<file path="src/rtl/clock_display_scan.sv">
// rtl/clock_display_scan.sv - six-digit multiplexed 7-segment clock scanner with PWM dimming
// A frame is six digit slots; each slot starts with one blanked cycle so anodes never overlap.
module clock_display_scan #(
    parameter int CLK_FREQ   = 50_000_000,
    parameter int DIGIT_RATE = 1200
) (
    input  logic       clk,
    input  logic       rst,
    input  logic [3:0] sec_tens,
    input  logic [3:0] sec_units,
    input  logic [3:0] min_tens,
    input  logic [3:0] min_units,
    input  logic [3:0] hour_tens,
    input  logic [3:0] hour_units,
    input  logic       is_am,
    input  logic [2:0] brightness,
    output logic [6:0] seg_n,
    output logic       dp_n,
    output logic [5:0] an_n,
    output logic       frame_start
);

    localparam int TICKS = CLK_FREQ / DIGIT_RATE;
    localparam int TW = $clog2(TICKS);
    localparam logic [TW-1:0] TICK_LAST = TW'(TICKS - 1);

    logic [TW-1:0]   tick;
    logic [2:0]      digit;
    logic [2:0]      pwm_cnt;
    logic [5:0][3:0] snap_digits;
    logic            snap_am;

    logic [6:0] seg_next;
    logic       dp_next;
    logic [5:0] an_next;
    logic       load;
    logic [3:0] cur_val;

    function automatic logic [6:0] decode(input logic [3:0] v);
        case (v)
            4'd0:    decode = 7'h40;
            4'd1:    decode = 7'h79;
            4'd2:    decode = 7'h24;
            4'd3:    decode = 7'h30;
            4'd4:    decode = 7'h19;
            4'd5:    decode = 7'h12;
            4'd6:    decode = 7'h02;
            4'd7:    decode = 7'h78;
            4'd8:    decode = 7'h00;
            4'd9:    decode = 7'h10;
            default: decode = 7'h3F;
        endcase
    endfunction

    assign load    = (digit == 3'd0) && (tick == '0);
    assign cur_val = snap_digits[digit];

    always_comb begin
        seg_next = 7'h7F;
        dp_next  = 1'b1;
        an_next  = 6'h3F;
        if (tick != '0) begin
            // Leading zero of the hour is blanked but its slot still scans.
            if (digit == 3'd5 && cur_val == 4'd0)
                seg_next = 7'h7F;
            else
                seg_next = decode(cur_val);
            if ((digit == 3'd2 || digit == 3'd4) && !snap_digits[0][0])
                dp_next = 1'b0;
            if (digit == 3'd0 && !snap_am)
                dp_next = 1'b0;
            if (pwm_cnt <= brightness)
                an_next = ~(6'b1 << digit);
        end
    end

    always_ff @(posedge clk) begin
        if (rst) begin
            tick        <= '0;
            digit       <= 3'd0;
            pwm_cnt     <= 3'd0;
            snap_digits <= '0;
            snap_am     <= 1'b1;
            seg_n       <= 7'h7F;
            dp_n        <= 1'b1;
            an_n        <= 6'h3F;
            frame_start <= 1'b0;
        end else begin
            pwm_cnt <= pwm_cnt + 3'd1;
            if (tick == TICK_LAST) begin
                tick  <= '0;
                digit <= (digit == 3'd5) ? 3'd0 : digit + 3'd1;
            end else begin
                tick <= tick + TW'(1);
            end
            if (load) begin
                snap_digits <= {hour_tens, hour_units, min_tens, min_units, sec_tens, sec_units};
                snap_am     <= is_am;
            end
            frame_start <= load;
            seg_n       <= seg_next;
            dp_n        <= dp_next;
            an_n        <= an_next;
        end
    end

endmodule

</file>
<file path="config.mk">
export PLATFORM = sky130hd
export DESIGN_NAME = clock_display_scan
export DESIGN_NICKNAME = d
export VERILOG_FILES = /design/src/rtl/clock_display_scan.sv
export SDC_FILE = /design/constraint.sdc
export NUM_CORES = 1
export LEC_CHECK = 0
export ABC_CLOCK_PERIOD_IN_PS = 5400
export CAP_MARGIN = 20
export CORE_ASPECT_RATIO = 0.9
export CORE_MARGIN = 2
export CORE_UTILIZATION = 55
export DETAILED_ROUTE_END_ITERATION = 8
export PLACE_DENSITY = 0.83
export SLEW_MARGIN = 5
export SYNTH_ARGS = -nofsm -noshare
export SYNTH_HDL_FRONTEND = slang
export SYNTH_SLANG_ARGS = --single-unit
</file>
<file path="constraint.sdc">
create_clock -name clk -period 5.4 [get_ports clk]
set_input_delay 1.08 -clock clk [delete_from_list [all_inputs] [get_ports clk]]
set_output_delay 1.08 -clock clk [all_outputs]
set_load 0.01 [all_outputs]
</file>
* Word-level counts from Yosys, hierarchy flattened *
Memory sizes are Yosys's and may differ from the RTL's. A register that Yosys moved wholly into a read port is not among the register bits.
Index checks and enable logic that the tools add are counted.

operators by class
  $add $sub $neg = 3
  shift operators = 1
  mux-type cells = 5
  bitwise operators = 3
  order comparisons = 2
  eq/ne operators = 4
  reduce and logical (&&, ||, !) cells = 15

operator list
  kind                   number
  $add 16x1->16 const B  1
  $eq 16x16->1 const B   1
  $logic_not 16->1       1
  $reduce_bool 16->1     1
  $bmux 4 s3             1
  $add 3x1->3 const B    2
  $eq 3x3->1 const B     2
  $not 6->6              1
  $reduce_or 3->1        2
  $shl 1x3->6 const A    1
  $logic_and 1x1->1      4
  $logic_not 4->1        1
  $lt 3x4->1 const B     1
  $mux 4                 1
  $reduce_or 2->1        2
  $eq 3x2->1 const B     1
  $le 3x3->1             1
  $logic_not 3->1        1
  $mux 3                 1
  $logic_not 1->1        2
  $mux 1                 2
  $not 1->1              2
  $logic_or 1x1->1       1

storage, ports and cells
  logic and storage cells = 47
  ROM bits = 112
  output and inout port bits = 15
  register bits after elaboration = 55
  memories = 1
  bits of input ports = 30

memory list
  memory            words  bits a word  read ports  clocked after memory_dff  write ports  RTL line  text
  (name not given)  16     7            1           1                         0            40        case (v)

* Logic depth before layout (Yosys ltp) *
  depth after elaboration = 5
  gate-level depth with buffers = 11
  depth with buffers taken out = 9

* Worst setup path before layout *
No wires, ideal clock.

  path type = register -> register
  start = register digit[0]
  end = register seg_n[5]
  stages on the path, launching flop included = 11
  setup slack = 2892 ps
  data required time = 5241 ps
  path buffers = 2
  period minus slack after synthesis = 2508 ps
  arrival time = 2349 ps
  cell sequence = dfxtp_1 buf_6 buf_2 mux2i_1 or2_2 a21o_1 ha_1 nor2b_1 and4b_1 a211oi_1 o311ai_1

between the ends
  cells in the longest elaborated chain, start to end = 5

ends and longest elaborated chain
  element                       RTL line  text
  start: declaration            28        logic [2:0] digit;
  start signal: assignment      92        digit <= (digit == 3'd5) ? 3'd0 : digit + 3'd1;
  $bmux 4 s3                    56        assign cur_val = snap_digits[digit];
  $mux 4 (not written as such)  56
  $logic_not 4->1               64        if (digit == 3'd5 && cur_val == 4'd0)
  $logic_and 1x1->1             64
  $reduce_or 3->1 (no line)     n/a
  end: declaration              17        output logic [6:0] seg_n,

Several ways; a longest one is shown, not always the timed one. The select of a mux whose other input is x is not followed.
A chain may end at the register's enable or synchronous reset.

* Worst setup path in the final report *
Ends and elaborated chain as after synthesis.

==> results.md <==
- The run finished with clean final reports.
- The number of antenna diodes in the final layout is 0.
- The count of final max-slew check failures is 0.
- The maximum number of pins on one net before global-route repair is 36.
- The average size of a mapped cell is 8.95 um^2.
- Across every metal layer, demand over resource in global routing totals 0.235.
- Adding up every negative setup slack in the final design gives 0 ns.
- The commonest cells after synthesis are sky130_fd_sc_hd__dfxtp_1 (62), sky130_fd_sc_hd__a21oi_1 (36), sky130_fd_sc_hd__o31ai_1 (30), sky130_fd_sc_hd__nand4_1 (29), sky130_fd_sc_hd__nor2_1 (19).
- The final clock period utilization by the worst path is 0.568.
- The clock arrives with 0.00866 ns of skew.
- The internal power of the cells totals 0.000842 W.
- The largest total area in the synthesized netlist belongs to sky130_fd_sc_hd__dfxtp_1.
- The area of the mapped netlist is 0.00309 mm^2.
- The critical path is of the reg -> reg type.
- The critical path launch point type is a register.
- The number of global-route vias before repair came to 2,489.
- The worst setup path is captured at a register.
- The total iterations of the first detailed-routing run is 5.
- Across the VDD grid, the largest voltage drop is 0.242 mV.
- sky130_fd_sc_hd__dfxtp_1 is the most common cell in the netlist.
- The maximum clock frequency is 326 MHz.
- The post-detailed-route count of antenna-violating nets is 0.
- At the placement stage, the worst setup path has a slack of 2.37 ns.
- The synthesis-to-layout area growth is 20.7%.
- The leakage component of the power is 1.43 nW.
- Among all flip-flop cells after synthesis, the most frequent one is sky130_fd_sc_hd__dfxtp_1.
- For this run, design rule violations remaining after detail routing come to 0.
- Setup repair after global routing left no endpoint under its margin.
- In this run the deepest clock path goes through 2 buffers.
- The floorplan step defined a die boundary enclosing 0.00623 mm^2.
- The number of placed instances, taps included, is 429.
- The clock reaches the later pin of the worst-skew pair after 0.35 ns.
- The worst path setup slack after routing is 2.33 ns.
- The wire length reported by the detailed router is 7040 um.
- The share of layout cells above drive strength 1 is 0.0792.
- Clock tree synthesis inserted a total of 9 buffers.
- The sink count of the clock tree is 62.
- The share of total power in combinational logic is 0.151.
- The relative slew slack is 0.144.
- Along the worst path, the maximum fanout reaches 20.
- The floorplan step set the die height to 75.1 um.
- The fraction of power spent switching nets is 0.251.
- The number of setup buffers added after CTS is 0.
- Dividing the detail-routed wire length by the instance count gives 15.8 um.
- The number of synthesis warnings is 0.
- The type of the most critical hold path is reg -> reg.
- The final number of hold-violating endpoints is 0.
- The final cell utilization of the core is 0.696.
- Port buffering added 44 buffers.
- Using the TritonRoute via totals, the vias-per-cell ratio works out to 6.25.
- The H-tree generated during clock tree synthesis spans 3 levels.
- Post-CTS repair changed the size of 0 cells.
- The number of antenna violations at the first check in global routing was 0.
- The net count of the finished layout is 418.
- After floorplanning, the core was divided into 25 placement rows.
- The number of buffers added to fix hold violations after cts is 0.
- The post-synthesis cell count is 345.
- In this run, the number of DRC markers left after iteration 0 of detailed routing was 290.
- Dividing total power by cell area gives a power density of 302 mW/mm^2.
- By area the synthesized netlist is led by sky130_fd_sc_hd__dfxtp_1 (40%), sky130_fd_sc_hd__o31ai_1 (7.3%), sky130_fd_sc_hd__nand4_1 (5.9%).
- The routed layout has 2,787 vias.
- The data arrival time at the worst-slack endpoint is 3.25 ns.
- For this run, the register share of the synthesized area comes to 0.402.
- The count of different cell masters after synthesis is 52.
- Routability-driven placement finished with a final weighted congestion of 0.871.
- The data required time at the worst endpoint is 5.58 ns.
- The slew at the pin closest to its max-slew limit is 1.28 ns.
- Across the run, the number of max-cap violations was 0.
- The number of nets handed over by synthesis was 389.
- The die is 83.0 um wide.
- The routed design could run at a clock period as short as 3.07 ns.
- For this configuration, the core starts out at a cell density of 0.577.
- Summed over all layers, the global routing overflow is 0.
- Setup violations remaining at the end of the flow were counted as 0.
- The switching power summed over all nets is 0.000283 W.
- The CTS clock-pin slew for the worst setup and hold paths is 0.07 ns.
- TritonCTS built the clock tree.
- The area share of the leading cell type in the synthesized netlist is 0.402.
- In this run the count of I/O pins placed on the die edge is 45.
- Once layout is complete, the cells apart from fillers number 446.
- The number of flip-flops and latches in the synthesized netlist is 62.
- Final hold analysis gives a worst-case slack of 0.452 ns.
- Counting flops with a built-in enable in the synthesized netlist gives 0.
- The core region is 0.00535 mm^2.
- Clock tree synthesis selected as its root buffer the cell sky130_fd_sc_hd__clkbuf_8.
- The wire-length estimate of the detail-placed layout is 4640 um.
- Of the total power, the clock network draws 0.397.
- Of the total power, registers draw 0.452.
- After synthesis, the share of flip-flops with an asynchronous set or reset is 0.
- The wire length of the first global-routing pass is 11,700 um.
-- power groups by stage --
stage | logic, W | clock network, W | registers (W)
2_1_floorplan | 0.000107 | 0 | 0.000515
4_1_cts | 0.000168 | 0.000452 | 0.000507
3_5_place_dp | 0.000166 | 0 | 0.000518
3_3_place_gp | 0.000162 | 0 | 0.000516
6_report | 0.000170 | 0.000447 | 0.000508
5_1_grt | 0.000188 | 0.000474 | 0.000511
-- area by class of cell --
type	count	area (um^2)
multi-input combinational	242	1670
tap	67	83.8
inverter	12	45.0
clock inverter	4	70.1
clock buffer	12	145
fill	432	1620
sequential	62	1240
timing repair buffer	47	470
-- cell families (layout without fill, tap and decap cells) --
group | after synthesis | after routing | synth area share
compound gates | 91 | 91 | 0.188
flops | 62 | 62 | 0.402
buf+inv | 41 | 75 | 0.0572
mux | 11 | 11 | 0.0551
xor+xnor | 10 | 10 | 0.0284
fa+ha+maj | 14 | 14 | 0.0567
simple gates | 116 | 116 | 0.213
-- worst paths after layout --
kind,startpoint,endpoint,slack (ns),cells after the start
setup reg to reg,digit[0]$_SDFFE_PP0N_,seg_n[5]$_SDFF_PP1_,2.33,8
hold / removal,pwm_cnt[0]$_SDFF_PP0_,pwm_cnt[0]$_SDFF_PP0_,0.45,1
setup / recovery,digit[0]$_SDFFE_PP0N_,seg_n[5]$_SDFF_PP1_,2.33,8
hold reg to reg,pwm_cnt[0]$_SDFF_PP0_,pwm_cnt[0]$_SDFF_PP0_,0.45,1
-- routing by layer --
metal,wire (um),global-route usage,vias up
met3,486,0.0844,15
li1,-,-,1351
met1,3260,0.317,1309
met2,3200,0.354,112
met4,94,0.0820,0
met5,0,0,-
-- cells in the final DEF, fill, tap and decap left out, drive strengths merged, types with 3 or more instances in the layout --
cell / synthesis / final
nor2b: 6 / 6
and2: 3 / 3
xor2: 4 / 4
clkdlybuf4s50: 0 / 44
o31ai: 30 / 30
nor3b: 4 / 4
buf: 13 / 3
nand4: 29 / 29
nor3: 7 / 7
mux4: 4 / 4
ha: 14 / 14
or3: 7 / 7
nor4: 5 / 5
nand3: 14 / 14
a21oi: 36 / 36
inv: 12 / 12
and3: 4 / 4
mux2: 5 / 5
xnor2: 6 / 6
clkbuf: 16 / 12
o21ai: 10 / 10
nand2: 10 / 10
dfxtp: 62 / 62
nor2: 19 / 19
-- state kept, by name (all words and copies together) (netlist names) --
name         flops
an_n             6
digit            3
dp_n             1
frame_start      1
pwm_cnt          3
seg_n            7
snap_am          1
snap_digits     24
tick            16
-- worst max-delay path: stages (launching register included) --
cell	delay, ns
sky130_fd_sc_hd__dfxtp_1	0.82
sky130_fd_sc_hd__mux2i_1	0.15
sky130_fd_sc_hd__or2_2	0.30
sky130_fd_sc_hd__a21o_1	0.24
sky130_fd_sc_hd__ha_1	0.23
sky130_fd_sc_hd__nor2b_1	0.13
sky130_fd_sc_hd__and4b_1	0.19
sky130_fd_sc_hd__a211oi_1	0.64
sky130_fd_sc_hd__o311ai_1	0.21
-- through the flow --
step	instance area (um^2)	total power, W
2_1_floorplan	3090	0.000621
3_3_place_gp	3490	0.000678
3_5_place_dp	3490	0.000684
4_1_cts	3710	0.00113
5_1_grt	3720	0.00117
6_report	3720	0.00112
Note: power is estimated with default switching activity, not from simulation.
